--- config.mk ---
export PLATFORM = sky130hd
export DESIGN_NAME = if_id_buffer_flat
export DESIGN_NICKNAME = d
export VERILOG_FILES = /design/src/rtl/riscv_pkg.sv /design/src/rtl/if_id_buffer_if.sv /design/src/rtl/if_id_buffer_pipe_fifo.sv /design/src/rtl/if_id_buffer.sv /design/src/flat_wrapper.sv
export SDC_FILE = /design/constraint.sdc
export NUM_CORES = 1
export LEC_CHECK = 0
export CORE_UTILIZATION = 50
export CTS_CLUSTER_DIAMETER = 30
export CTS_CLUSTER_SIZE = 20
export DETAILED_ROUTE_END_ITERATION = 6
export PLACE_DENSITY = 0.79
export SETUP_SLACK_MARGIN = 0.5
export SLEW_MARGIN = 20
export SYNTH_ARGS = -nofsm -noshare
export SYNTH_HDL_FRONTEND = slang
export SYNTH_SLANG_ARGS = --single-unit
--- constraint.sdc ---
create_clock -name clk_i -period 15.8 [get_ports clk_i]
set_input_delay 3.16 -clock clk_i [delete_from_list [all_inputs] [get_ports clk_i]]
set_output_delay 3.16 -clock clk_i [all_outputs]
set_load 0.02 [all_outputs]
--- src/rtl/riscv_pkg.sv ---
// Shared fetch/decode definitions: the canonical NOP encoding and the
// layout of one buffered instruction beat.
package riscv_pkg;

    localparam int DEF_XLEN = 64;
    localparam int DEF_ILEN = 32;

    localparam logic [31:0] NOP_INSTR = 32'h0000_0013;

    typedef struct packed {
        logic [DEF_XLEN-1:0] pc;
        logic [DEF_ILEN-1:0] instr;
        logic                misaligned;
    } if_id_entry_t;

endpackage

--- src/rtl/if_id_buffer_if.sv ---
// Fetch-side and decode-side handshake bundle of the IF/ID buffer.
// The buffer uses the slave modport; the fetch/decode side uses master.
interface if_id_buffer_if #(
    parameter int XLEN = 64,
    parameter int ILEN = 32
);

    logic            in_valid_i;
    logic            in_ready_o;
    logic [XLEN-1:0] pc_i;
    logic [ILEN-1:0] instr_i;
    logic            flush_i;
    logic            out_valid_o;
    logic            out_ready_i;
    logic [XLEN-1:0] pc_o;
    logic [ILEN-1:0] instr_o;
    logic            misaligned_o;

    modport slave (
        input  in_valid_i, pc_i, instr_i, flush_i, out_ready_i,
        output in_ready_o, out_valid_o, pc_o, instr_o, misaligned_o
    );

    modport master (
        output in_valid_i, pc_i, instr_i, flush_i, out_ready_i,
        input  in_ready_o, out_valid_o, pc_o, instr_o, misaligned_o
    );

endinterface

--- src/rtl/if_id_buffer_pipe_fifo.sv ---
// Generic DEPTH-entry ring buffer with push/pop/clear, exposing the
// occupancy count and the oldest entry. DEPTH must be a power of two.
module pipe_fifo #(
    parameter int DEPTH = 2,
    parameter int WIDTH = 8,
    localparam int PTR_W = $clog2(DEPTH),
    localparam int CNT_W = $clog2(DEPTH + 1)
) (
    input  logic             clk_i,
    input  logic             rst_ni,
    input  logic             push,
    input  logic             pop,
    input  logic             clear,
    input  logic [WIDTH-1:0] wr_data,
    output logic [CNT_W-1:0] count,
    output logic [WIDTH-1:0] head_data
);

    logic [WIDTH-1:0] mem [DEPTH];
    logic [PTR_W-1:0] wr_ptr;
    logic [PTR_W-1:0] rd_ptr;

    // Storage carries no reset; validity is tracked entirely by count.
    always_ff @(posedge clk_i) begin
        if (push && !clear) begin
            mem[wr_ptr] <= wr_data;
        end
    end

    always_ff @(posedge clk_i or negedge rst_ni) begin
        if (!rst_ni) begin
            wr_ptr <= '0;
            rd_ptr <= '0;
            count  <= '0;
        end else if (clear) begin
            wr_ptr <= '0;
            rd_ptr <= '0;
            count  <= '0;
        end else begin
            if (push) begin
                wr_ptr <= wr_ptr + PTR_W'(1);
            end
            if (pop) begin
                rd_ptr <= rd_ptr + PTR_W'(1);
            end
            case ({push, pop})
                2'b10:   count <= count + CNT_W'(1);
                2'b01:   count <= count - CNT_W'(1);
                default: count <= count;
            endcase
        end
    end

    assign head_data = mem[rd_ptr];

endmodule

--- src/rtl/if_id_buffer.sv ---
// IF/ID decoupling buffer: in-order queue of fetched {pc, instr} beats with
// flush and NOP bubbles when empty. Define IF_ID_PERF_EN for stall/drop counters.
module if_id_buffer
    import riscv_pkg::*;
#(
    parameter int XLEN  = DEF_XLEN,
    parameter int ILEN  = DEF_ILEN,
    parameter int DEPTH = 2
) (
    input  logic                clk_i,
    input  logic                rst_ni,
    if_id_buffer_if.slave       bus
`ifdef IF_ID_PERF_EN
    ,
    output logic [31:0]         stall_cnt_o,
    output logic [31:0]         flush_drop_cnt_o
`endif
);

    localparam int CNT_W = $clog2(DEPTH + 1);
    localparam int ENT_W = XLEN + ILEN + 1;

    logic [CNT_W-1:0] count;
    logic             push;
    logic             pop;
    logic [ENT_W-1:0] wr_data;
    logic [ENT_W-1:0] head_data;

    // Ready looks only at the registered count, so a full buffer refuses a
    // beat even when decode drains the head in the same cycle.
    assign bus.in_ready_o  = (count != CNT_W'(DEPTH));
    assign bus.out_valid_o = (count != '0);

    assign push = bus.in_valid_i && bus.in_ready_o && !bus.flush_i;
    assign pop  = bus.out_valid_o && bus.out_ready_i && !bus.flush_i;

    assign wr_data = {bus.pc_i, bus.instr_i, (bus.pc_i[1:0] != 2'b00)};

    pipe_fifo #(
        .DEPTH (DEPTH),
        .WIDTH (ENT_W)
    ) u_fifo (
        .clk_i     (clk_i),
        .rst_ni    (rst_ni),
        .push      (push),
        .pop       (pop),
        .clear     (bus.flush_i),
        .wr_data   (wr_data),
        .count     (count),
        .head_data (head_data)
    );

    always_comb begin
        bus.pc_o         = '0;
        bus.instr_o      = ILEN'(NOP_INSTR);
        bus.misaligned_o = 1'b0;
        if (bus.out_valid_o) begin
            bus.pc_o         = head_data[ENT_W-1 -: XLEN];
            bus.instr_o      = head_data[ILEN:1];
            bus.misaligned_o = head_data[0];
        end
    end

`ifdef IF_ID_PERF_EN
    logic [32:0] drop_sum;

    // A flush loses every queued entry plus whatever fetch offered that cycle.
    assign drop_sum = {1'b0, flush_drop_cnt_o} + 33'(count) + 33'(bus.in_valid_i);

    always_ff @(posedge clk_i or negedge rst_ni) begin
        if (!rst_ni) begin
            stall_cnt_o      <= '0;
            flush_drop_cnt_o <= '0;
        end else begin
            if (bus.out_valid_o && !bus.out_ready_i && (stall_cnt_o != 32'hFFFF_FFFF)) begin
                stall_cnt_o <= stall_cnt_o + 32'd1;
            end
            if (bus.flush_i) begin
                flush_drop_cnt_o <= drop_sum[32] ? 32'hFFFF_FFFF : drop_sum[31:0];
            end
        end
    end
`endif

endmodule

--- src/flat_wrapper.sv ---
// flat-port wrapper written by rule: the top's interface ports become plain ports
module if_id_buffer_flat import riscv_pkg::*;
#(
    parameter int XLEN  = DEF_XLEN,
    parameter int ILEN  = DEF_ILEN,
    parameter int DEPTH = 2
)
  (clk_i, rst_ni, bus_in_valid_i, bus_pc_i, bus_instr_i, bus_flush_i, bus_out_ready_i, bus_in_ready_o, bus_out_valid_o, bus_pc_o, bus_instr_o, bus_misaligned_o);
  if_id_buffer_if #(.XLEN(XLEN), .ILEN(ILEN)) bus_i ();
  input  logic clk_i;
  input  logic rst_ni;
  input wire logic [$bits(bus_i.in_valid_i)-1:0] bus_in_valid_i;
  input wire logic [$bits(bus_i.pc_i)-1:0] bus_pc_i;
  input wire logic [$bits(bus_i.instr_i)-1:0] bus_instr_i;
  input wire logic [$bits(bus_i.flush_i)-1:0] bus_flush_i;
  input wire logic [$bits(bus_i.out_ready_i)-1:0] bus_out_ready_i;
  output wire logic [$bits(bus_i.in_ready_o)-1:0] bus_in_ready_o;
  output wire logic [$bits(bus_i.out_valid_o)-1:0] bus_out_valid_o;
  output wire logic [$bits(bus_i.pc_o)-1:0] bus_pc_o;
  output wire logic [$bits(bus_i.instr_o)-1:0] bus_instr_o;
  output wire logic [$bits(bus_i.misaligned_o)-1:0] bus_misaligned_o;
  assign bus_i.in_valid_i = bus_in_valid_i;
  assign bus_i.pc_i = bus_pc_i;
  assign bus_i.instr_i = bus_instr_i;
  assign bus_i.flush_i = bus_flush_i;
  assign bus_i.out_ready_i = bus_out_ready_i;
  assign bus_in_ready_o = bus_i.in_ready_o;
  assign bus_out_valid_o = bus_i.out_valid_o;
  assign bus_pc_o = bus_i.pc_o;
  assign bus_instr_o = bus_i.instr_o;
  assign bus_misaligned_o = bus_i.misaligned_o;
  if_id_buffer #(.XLEN(XLEN), .ILEN(ILEN), .DEPTH(DEPTH)) u_core (.clk_i(clk_i), .rst_ni(rst_ni), .bus(bus_i));
endmodule
; ---- Word level (Yosys, flattened, before mapping)
; Memories as Yosys holds them, arrays and structs flattened.
; Cells that the tools add are included.
[totals]
regBits = 4
ramBits = 194
input_bits = 101
output_inout_bits = 99
word_cells = 33
memories = 1
[mem_list]
columns = memory, depth, word_bits, rd, rd_clocked_by_memory_dff, wr, line_no
row1 = u_core.u_fifo.mem, 2, 97, 1, 0, 1, if_id_buffer_pipe_fifo.sv:19  ; logic [WIDTH-1:0] mem [DEPTH];
[op_classes]
addsub = 4
eq_ne = 3
n_mux = 11
n_reduce_logical = 11
[op_table]
columns = op, n
row1 = 64-bit two-way mux, 1
row2 = 32-bit two-way mux, 1
row3 = 2-bit nonzero test, 4
row4 = 1-bit two-way mux, 7
row5 = 1-bit logical AND, 5
row6 = 2-bit one-hot mux with 2 select lines, 1
row7 = 3-bit nonzero test, 1
row8 = 1-bit adder (second input constant), 2
row9 = 2-bit by 1-bit adder with 2-bit output (second input constant), 1
row10 = 2-bit by 1-bit equality test with 1-bit output (second input constant), 1
row11 = 2-bit equality test (second input constant), 1
row12 = 2-bit two-way mux, 1
row13 = 2-bit inequality test (second input constant), 1
row14 = 2-bit by 1-bit subtractor with 2-bit output (second input constant), 1
row15 = 1-bit zero test, 1

; ---- Logic depth before layout (Yosys ltp)
; Gate-level depths: netlist (run 1).
[depth]
ltp_word = 6
depth_mapped = 5

; ---- Cells and area by module
; From an unflattened synthesis (run 1), not the netlist that was laid out.
[hier_totals]
hier_cells = 434
hier_area_um2 = 8007.7
[modules_own_cells]
columns = module, instances, cells_per_inst, area_per_inst_um2
row1 = pipe_fifo, 1, 321, 7272.0
row2 = if_id_buffer, 1, 113, 735.7

; ---- Worst setup path before layout (run 1)
; OpenSTA, ideal clock, no wires.
[synth_timing]
kind = in2reg
startpoint = input port bus_in_valid_i
endpoint = memory u_core.u_fifo.mem[1][0] (netlist name), enable pin
t_arrival_ns = 10.252
setup_slack_ns = 4.857
stages = 2
path_buffers = 0
path_cell_list = nand2_1 nor3b_1
[synth_between]
elab_chain_len = 5
[synth_lines]
columns = item, line_no
row1 = "start, declared", flat_wrapper.sv:12  ; input wire logic [$bits(bus_i.in_valid_i)-1:0] bus_in_valid_i;
row2 = 1-bit logical AND (2 in a row), if_id_buffer.sv:34  ; assign push = bus.in_valid_i && bus.in_ready_o && !bus.flush_i;
row3 = 1-bit logical AND, if_id_buffer_pipe_fifo.sv:25  ; if (push && !clear) begin
row4 = 1-bit two-way mux, if_id_buffer_pipe_fifo.sv:25
row5 = 1-bit two-way mux (implied by the code), if_id_buffer_pipe_fifo.sv:26  ; mem[wr_ptr] <= wr_data;
row6 = "end, declared", if_id_buffer_pipe_fifo.sv:19
; Every way passes these cells.

; ---- Worst setup path after layout (run 1)
[layout_timing]
startpoint = register u_core.u_fifo.rd_ptr
endpoint = output port bus_pc_o[27]
[layout_between]
elab_chain_len = 2
[layout_lines]
columns = item, line_no
row1 = "start, declared", if_id_buffer_pipe_fifo.sv:21  ; logic [PTR_W-1:0] rd_ptr;
row2 = "start signal, assigned", if_id_buffer_pipe_fifo.sv:44  ; rd_ptr <= rd_ptr + PTR_W'(1);
row3 = memory 2 x 97 bit, --
row4 = 64-bit two-way mux, if_id_buffer.sv:57  ; if (bus.out_valid_o) begin
row5 = "end, declared", flat_wrapper.sv:19  ; output wire logic [$bits(bus_i.pc_o)-1:0] bus_pc_o;
; Every way passes these cells.

==> results of run 1 <==
## path summary, 6_finish.rpt
path,start,cells after the start,endpoint
setup / recovery,u_core.u_fifo.rd_ptr,4,bus_pc_o[27]
hold / removal,u_core.u_fifo.wr_ptr,2,u_core.u_fifo.wr_ptr
setup reg to reg,u_core.u_fifo.count[1],5,u_core.u_fifo.mem[1][62]
hold reg to reg,u_core.u_fifo.wr_ptr,2,u_core.u_fifo.wr_ptr
max in group asynchronous,rst_ni,1,u_core.u_fifo.rd_ptr
min in group asynchronous,rst_ni,1,u_core.u_fifo.rd_ptr
## stage by stage
| step | area (µm²) | total power, mW |
|---|---|---|
| floorplan | 7530 | 0.690 |
| CTS | 10200 | 1.17 |
| detailed placement | 9680 | 0.760 |
| global placement | 9680 | 0.756 |
| global route | 10200 | 1.20 |
| finish | 10200 | 1.16 |
## metal layers
layer | GRT usage | up-vias | routed length (µm)
li1 | - | 2028 | -
met1 | 0.234 | 2111 | 5950
met2 | 0.333 | 163 | 7710
met3 | 0.0554 | 29 | 842
met4 | 0.0921 | 0 | 406
met5 | 0 | - | 0
## synth_stat cells, drive strengths merged
| cell type | instances |
|---|---|
| a21o | 1 |
| a21oi | 3 |
| a22oi | 1 |
| buf | 20 |
| clkbuf | 1 |
| dfrtp | 4 |
| edfxtp | 194 |
| inv | 3 |
| mux2i | 97 |
| nand2 | 4 |
| nand3b | 1 |
| nor2 | 97 |
| nor2b | 1 |
| nor3 | 1 |
| nor3b | 1 |
| o211ai | 1 |
| o21ai | 3 |
| or2 | 1 |
| or3 | 1 |
| xor2 | 1 |
## worst max-delay path, cell delays in order, from the launching register on
cell and delay (ns):
dfrtp_4 0.92, buf_4 0.83, mux2i_1 0.20, nor2_1 0.16, clkdlybuf4s50_1 0.64
## logic make-up after synthesis
family	after synthesis
DFF	198
AOI/OAI and AO/OA	9
muxes	97
buffers and inverters	24
and+or+nand+nor	107
xor gates and xnor gates	1
## state kept, by name, summed over array words and instances (netlist names)
name / cells
u_core.u_fifo.count: 2
u_core.u_fifo.mem: 194
u_core.u_fifo.rd_ptr: 1
u_core.u_fifo.wr_ptr: 1
## power breakdown
| part | total, mW | switching (mW) | internal (mW) |
|---|---|---|---|
| Sequential | 0.607 | 0.00941 | 0.598 |
| Combinational | 0.141 | 0.0706 | 0.0701 |
| Clock | 0.408 | 0.177 | 0.231 |
## final cells by class
class                           instances  area (µm²)
Clock buffer                           18         429
Multi-Input combinational cell        214        1470
Inverter                                3        11.3
Clock inverter                         14         136
Sequential cell                       198        5930
Tap cell                              184         230
Timing Repair Buffer                  205        2040
Fill cell                             950        4350
==> results.cfg, run 1 <==
[logic_synthesis]
synth_seq_cells = 198
synth_adder_area_share = 0
synth_top_area_share = 0.773
yosys.area_share.simple = 0.0561
ys_top_cells_by_area = edfxtp_1 77%, mux2i_1 13%, nor2_1 4.8%
synth-compound-area-share = 0.00698
synth_area_leader_cell = edfxtp_1
synth.net_count = 537
syn_inst = 436
synth_warnings = 0
syn_area_um2 = 7530
ys_types = 24
synth_xor_area_frac = 0.00116
syn_area_per_cell_um2 = 17.3
synth_top_family_by_area = multiplexers
synth-seq-area-share = 0.787
synthMuxAreaShare = 0.129

[clock_network]
clock_sinks = 198
post_cts_resized = 0
postCtsSetupBuffers = 0
root_buffer = clkbuf_16
clockBufferDepth = 2
postCtsHoldBufs = 0
clock_latency_ns = 0.42
clk_pin_slew_ns = 0.06
htree_levels = 4
cts-buffers-inserted = 17
cts_tree = yes

[sta]
holdWs_ns = 0.621
finalClockSkew_ns = 0.00565
rsz0062_at_grt = no
min_period_over_period = 0.406
drv_slew = 0
slew-limit-headroom = 0.316
tightest_slew_ns = 1.03
fin_crit_ns = 6.41
tns_ns = 0
fmax_ghz = 0.156
setup_violations = 0
hold_viol_final = 0
worst_slack_ns = 9.39

[critical_path]
reg2reg_slack_ns = 13.64
crit_fanout = 55
arrival_ns = 3.25
startpoint_type = flop
endpoint_kind = primary output
critical_path_class = reg2out
required_ns = 12.64

[final_layout]
layout_commonest_cell = clkdlybuf4s50_1
layout_common_cells = 199 x clkdlybuf4s50_1, 194 x edfxtp_1, 97 x mux2i_1
layoutNonFillerInstCount = 836
layout-drive-gt1-share = 0.0629
diodes = 0
finalNetCount = 740
finish.utilization = 0.702
synthToLayoutAreaGrowth_pct = 36.0

[route]
drt_iter0_drc = 260
final_antenna_net_count = 0
drtPass1Iterations = 5
routed_wl_um = 14900
via_count = 4331
drc = 0
post_drt_wl_per_cell_um = 17.8
viasPerCell = 5.18

[global_route]
track_usage = 0.197
first_global_vias = 4438
grt_start_max_net_pins = 97
antenna_found_initial = 0
grt_overflow = 0
grt_pass1_wl_um = 23100

[placed_design]
dpl.cell_count = 804
place_ws_ns = 9.80
gp_congestion = 0.745
port_buffers = 199
dp_hpwl_um = 9550

[pwr]
ir_drop_mv = 0.0796
p_leak_nw = 3.35
p_per_area_nw_per_um2 = 113

[floorplanning]
initial_core_util = 0.516
dieHeight_um = 125
rows = 44
dieArea_um2 = 15600
dieWidth_um = 125
io_pins = 200
coreArea_um2 = 14600

[job]
cap_violations = 0

[run_status]
status = completed

[min_path]
hold_class = reg2reg
No activity file was read; power rests on OpenSTA's default activity.
==> run 2, diff against run 1 <==
--- a/config.mk
+++ b/config.mk
@@ -5,11 +5,11 @@
 export SDC_FILE = /design/constraint.sdc
 export NUM_CORES = 1
 export LEC_CHECK = 0
-export CORE_UTILIZATION = 50
+export CORE_UTILIZATION = 48
 export CTS_CLUSTER_DIAMETER = 30
 export CTS_CLUSTER_SIZE = 20
 export DETAILED_ROUTE_END_ITERATION = 6
-export PLACE_DENSITY = 0.79
+export PLACE_DENSITY = 0.76
 export SETUP_SLACK_MARGIN = 0.5
 export SLEW_MARGIN = 20
 export SYNTH_ARGS = -nofsm -noshare
==> constraint.sdc (replaced) <==
create_clock -name clk_i -period 6 [get_ports clk_i]
set_input_delay 1.2 -clock clk_i [delete_from_list [all_inputs] [get_ports clk_i]]
set_output_delay 1.2 -clock clk_i [all_outputs]
set_load 0.02 [all_outputs]
==> run 2 against run 1 <==
- critical path type unchanged
- flip-flop and latch count unchanged
- non-clock buffer count up 2
- sequential power rose to 2.6 times the previous value
- sequential share of layout area down 0.55 points
- via count down 1.9%
- clock power rose to 2.7 times the previous value
- final area up 0.95%
- clock-buffer cell count up 2
- cell count up 3.2%
- global-route usage down 0.87 points
- die area up 4.1%
==> results.cfg, run 2 (synthesis gave the netlist of run 1 again) <==
[global_route]
track_usage = 0.189
grt_pass1_wl_um = 22700
grt_start_max_net_pins = 94
antenna_found_initial = 0
first_global_vias = 4374
grt_overflow = 0

[sta]
rsz0062_at_grt = no
fmax_ghz = 0.249
min_period_over_period = 0.670
slew-limit-headroom = 0.384
tightest_slew_ns = 0.922
tns_ns = 0
fin_crit_ns = 4.02
hold_viol_final = 0
finalClockSkew_ns = 0.00879
drv_slew = 0
setup_violations = 0

[critical_path]
cp_num_buf_inv = 2
max_stage_delay_ns = 0.75
path_cells = nor2_4, buf_4, nor2_1, clkdlybuf4s50_1
arrival_ns = 2.82
critical_path_class = reg2out
r2r_cells = 5
crit_slowest_cell = nor2_4
r2r_end = u_core.u_fifo.mem[1][74]
required_ns = 4.80
rr_startpoint = u_core.u_fifo.count[1]
crit_fanout = 37
endpoint_kind = primary output
crit_family = buffers and inverters
startpoint_type = flop
path_depth = 4
reg2reg_slack_ns = 3.82

[floorplanning]
rows = 45
dieWidth_um = 127
initial_core_util = 0.494
io_pins = 200
coreArea_um2 = 15300
dieArea_um2 = 16200
dieHeight_um = 127

[final_layout]
largest_reg_flops = 194
layout_common_cells = 199 x clkdlybuf4s50_1, 194 x edfxtp_1, 97 x mux2i_1
diodes = 0
layout-drive-gt1-share = 0.0629
reg_top3 = u_core.u_fifo.mem (194), u_core.u_fifo.count (2)
synthToLayoutAreaGrowth_pct = 37.3
finalNetCount = 742
max_flop_register = u_core.u_fifo.mem
layout_commonest_cell = clkdlybuf4s50_1

[clock_network]
cts-buffers-inserted = 17
postCtsHoldBufs = 0
post_cts_resized = 0
clock_sinks = 198
clock_latency_ns = 0.42
cts_tree = yes
clk_pin_slew_ns = 0.06
clockBufferDepth = 2
htree_levels = 4
postCtsSetupBuffers = 0
root_buffer = clkbuf_16

[route]
final_antenna_net_count = 0
via_count = 4248
drc = 0
post_drt_wl_per_cell_um = 17.1
viasPerCell = 4.92
drt_iter0_drc = 259
drtPass1Iterations = 4
routed_wl_um = 14700

[run_status]
status = completed

[pwr]
ir_drop_mv = 0.198
p_leak_nw = 3.37
p_per_area_nw_per_um2 = 298
power_mw = 3.08

[placed_design]
gp_congestion = 0.724
dp_hpwl_um = 9440
port_buffers = 199

[min_path]
hold_depth = 2
hold_end = u_core.u_fifo.wr_ptr
hold_class = reg2reg
hp-start = u_core.u_fifo.wr_ptr

[job]
cap_violations = 0
[run 2: cell types whose count changed in the layout (fill, tap and decap cells not counted), sizes merged]
cell	before	now
clkbuf	18	20
bufinv	2	3
buf	6	8
clkinv	10	5
[run 2: routing by layer]
| layer | GRT usage | up-vias | wire length [µm] |
|---|---|---|---|
| met4 | 0.0658 | 0 | 144 |
| met1 | 0.239 | 2073 | 6280 |
| met3 | 0.0427 | 9 | 735 |
| li1 | - | 2035 | - |
| met2 | 0.320 | 131 | 7560 |
| met5 | 0 | - | 0 |
[run 2: where the power goes]
part	total [mW]	internal, mW	switching [mW]
sequential	1.59	1.57	0.0199
combinational	0.379	0.188	0.190
clock	1.11	0.648	0.460
total	3.08	2.41	0.670
[run 2: per-stage QoR]
stage	utilization	worst slack, ns	hold slack, ns	cells	area, µm²
after floorplan	-	1.71	0.576	436	7550
after global placement	0.639	2.25	0.602	832	9740
after detailed placement	0.639	2.21	0.612	832	9740
after CTS	0.676	1.74	0.633	862	10300
after global routing	0.678	1.78	0.713	863	10300
final	0.678	1.98	0.627	863	10300
[run 2: cell type report]
class	count	area (µm²)
clock buffers	20	437
clock inverters	10	133
flip-flops and latches	198	5930
inverters	3	11.3
multi-input cells	214	1480
repair buffers	207	2080
well taps	211	264
fillers	1055	4920
[run 2: tightest hold or removal path, stage by stage, from the launching register on]
cell and delay [ns]:
dfrtp_1 0.43, o21ai_0 0.09, a21oi_1 0.07
[run 2: worst max path at each step]
| stage | startpoint | endpoint |
|---|---|---|
| floorplan | bus_in_valid_i | u_core.u_fifo.mem[1][0] |
| global placement | u_core.u_fifo.rd_ptr | bus_pc_o[19] |
| detailed placement | u_core.u_fifo.rd_ptr | bus_pc_o[10] |
| CTS | u_core.u_fifo.rd_ptr | bus_pc_o[10] |
| global route | u_core.u_fifo.count[0] | bus_pc_o[40] |
| finish | u_core.u_fifo.count[0] | bus_pc_o[40] |
==> run 3, diff against run 2 <==
--- a/config.mk
+++ b/config.mk
@@ -5,11 +5,11 @@
 export SDC_FILE = /design/constraint.sdc
 export NUM_CORES = 1
 export LEC_CHECK = 0
-export CORE_UTILIZATION = 48
+export CORE_UTILIZATION = 44
 export CTS_CLUSTER_DIAMETER = 30
 export CTS_CLUSTER_SIZE = 20
 export DETAILED_ROUTE_END_ITERATION = 6
-export PLACE_DENSITY = 0.76
+export PLACE_DENSITY = 0.73
 export SETUP_SLACK_MARGIN = 0.5
 export SLEW_MARGIN = 20
 export SYNTH_ARGS = -nofsm -noshare
==> constraint.sdc (replaced) <==
create_clock -name clk_i -period 3.22 [get_ports clk_i]
set_input_delay 0.644 -clock clk_i [delete_from_list [all_inputs] [get_ports clk_i]]
set_output_delay 0.644 -clock clk_i [all_outputs]
set_load 0.02 [all_outputs]
==> run 3 against run 2 <==
- clock skew decreased by 0.0027 ns
- sequential share of layout area decreased by 1.6 points
- via count increased by 3.2%
- first-iteration DRC count decreased by 36%
- critical path depth unchanged
- critical path type unchanged
- largest power group unchanged
==> results.cfg, run 3 (synthesis gave the netlist of run 1 again) <==
[critical_path]
crit_family = buffers and inverters
path_depth = 4
path_cells = buf_8, mux2i_1, nor2_1, clkdlybuf4s50_1
worstSetupStartpoint = u_core.u_fifo.rd_ptr
required_ns = 2.58
max_stage_delay_ns = 0.62
reg2reg_slack_ns = 1.50
crit_fanout = 22
crit_slowest_cell = clkdlybuf4s50_1
startpoint_type = flop
r2r_end = u_core.u_fifo.mem[1][5]
cp_num_buf_inv = 2
rr_startpoint = u_core.u_fifo.count[1]
r2r_cells = 5
endpoint_kind = primary output
critical_path_class = reg2out
critPathCapture = bus_instr_o[20]
arrival_ns = 2.02

[sta]
tightest_slew_ns = 0.408
drv_slew = 0
hold_viol_final = 0
fmax_ghz = 0.375
rsz0062_at_grt = yes
fin_crit_ns = 2.67
slew-limit-headroom = 0.728
min_period_over_period = 0.829
holdWs_ns = 0.432
worst_slack_ns = 0.551
setup_violations = 0
finalClockSkew_ns = 0.00610

[clock_network]
cts_tree = yes
root_buffer = clkbuf_16
clock_latency_ns = 0.42
htree_levels = 4
cts-buffers-inserted = 17
clockBufferDepth = 2
clk_pin_slew_ns = 0.07
clock_sinks = 198

[placed_design]
gp_congestion = 0.727
port_buffers = 199
dp_hpwl_um = 10000
place_ws_ns = 0.784

[final_layout]
reg_top3 = u_core.u_fifo.mem (194), u_core.u_fifo.count (2)
layout_commonest_cell = edfxtp_1
max_flop_register = u_core.u_fifo.mem
synthToLayoutAreaGrowth_pct = 41.2
finalNetCount = 747
layout_common_cells = 194 x edfxtp_1, 107 x clkdlybuf4s50_1, 97 x mux2i_1
diodes = 0
layout-drive-gt1-share = 0.0835
largest_reg_flops = 194
finish.utilization = 0.639
fill_cells = 1220

[route]
drt_iter0_drc = 167
via_count = 4386
final_antenna_net_count = 0
post_drt_wl_per_cell_um = 18.4
drc = 0
viasPerCell = 4.99
routed_wl_um = 16200
drtPass1Iterations = 4

[pwr]
ir_drop_mv = 0.342
power.switching_mw = 1.39
p_per_area_nw_per_um2 = 558
power_frac_comb = 0.124
switching_share = 0.234
p_leak_nw = 4.25
intPower_mw = 4.54
power_mw = 5.93
pwr-share-seq = 0.499
p_clk_frac = 0.377

[floorplanning]
coreArea_um2 = 16600
dieWidth_um = 133
dieHeight_um = 133
initial_core_util = 0.453
io_pins = 200
rows = 47
dieArea_um2 = 17600

[global_route]
antenna_found_initial = 0
grt_start_max_net_pins = 69
grt_overflow = 0
track_usage = 0.188
first_global_vias = 4722
grt_pass1_wl_um = 24800

[job]
cap_violations = 0

[run_status]
status = completed

[min_path]
hold_class = in2async
[run 3: how the worst min path moves through the flow]
stage / from / endpoint / slack (ns) / cells after the start
detailed placement: u_core.u_fifo.wr_ptr / u_core.u_fifo.wr_ptr / 0.62 / 2
global placement: u_core.u_fifo.wr_ptr / u_core.u_fifo.wr_ptr / 0.62 / 2
finish: rst_ni / u_core.u_fifo.wr_ptr / 0.43 / 1
CTS: rst_ni / u_core.u_fifo.wr_ptr / 0.42 / 1
global route: rst_ni / u_core.u_fifo.wr_ptr / 0.43 / 1
floorplan: rst_ni / u_core.u_fifo.count[0] / 0.35 / 0
[run 3: final cells by class]
class / instances / area (µm²) / share of cell area
Clock buffer: 17 / 425 / 0.0400
Clock inverter: 15 / 213 / 0.0200
Inverter: 3 / 13.8 / 0.00129
Multi-Input combinational cell: 214 / 1500 / 0.141
Sequential cell: 198 / 5930 / 0.558
Tap cell: 220 / 275 / 0.0259
Timing Repair Buffer: 212 / 2280 / 0.215
[run 3: power groups by stage]
| stage | combinational (mW) | clock (mW) | sequential, mW |
|---|---|---|---|
| floorplan | 0.364 | 0 | 3.01 |
| global placement | 0.727 | 0 | 3.01 |
| detailed placement | 0.740 | 0 | 3.01 |
| CTS | 0.752 | 2.28 | 2.96 |
| global route | 0.783 | 2.37 | 2.97 |
| finish | 0.736 | 2.24 | 2.96 |
[run 3: routing by layer]
layer / global-route usage / vias up / share of wire
met3: 0.0391 / 42 / 0.045
li1: - / 2039 / -
met5: 0 / - / 0
met1: 0.211 / 2152 / 0.39
met2: 0.332 / 153 / 0.53
met4: 0.107 / 0 / 0.036
[run 3: metrics by stage]
stage | area [µm²] | setup TNS [ns] | instances
finish | 10600 | 0 | 879
global route | 10600 | 0 | 879
CTS | 10500 | 0 | 879
detailed placement | 9840 | 0 | 843
global placement | 9840 | 0 | 843
floorplan | 7570 | -60.07 | 436
[run 3: what timing repair did]
| action | in CTS | in global routing |
|---|---|---|
| hold buffers | 0 | 0 |
| gates resized for setup | 67 | 36 |
| buffers inserted | 1 | 0 |
| endpoints found under the setup margin | 98 | 39 |
| pin swaps | 1 | 0 |
| cloned | 3 | 0 |
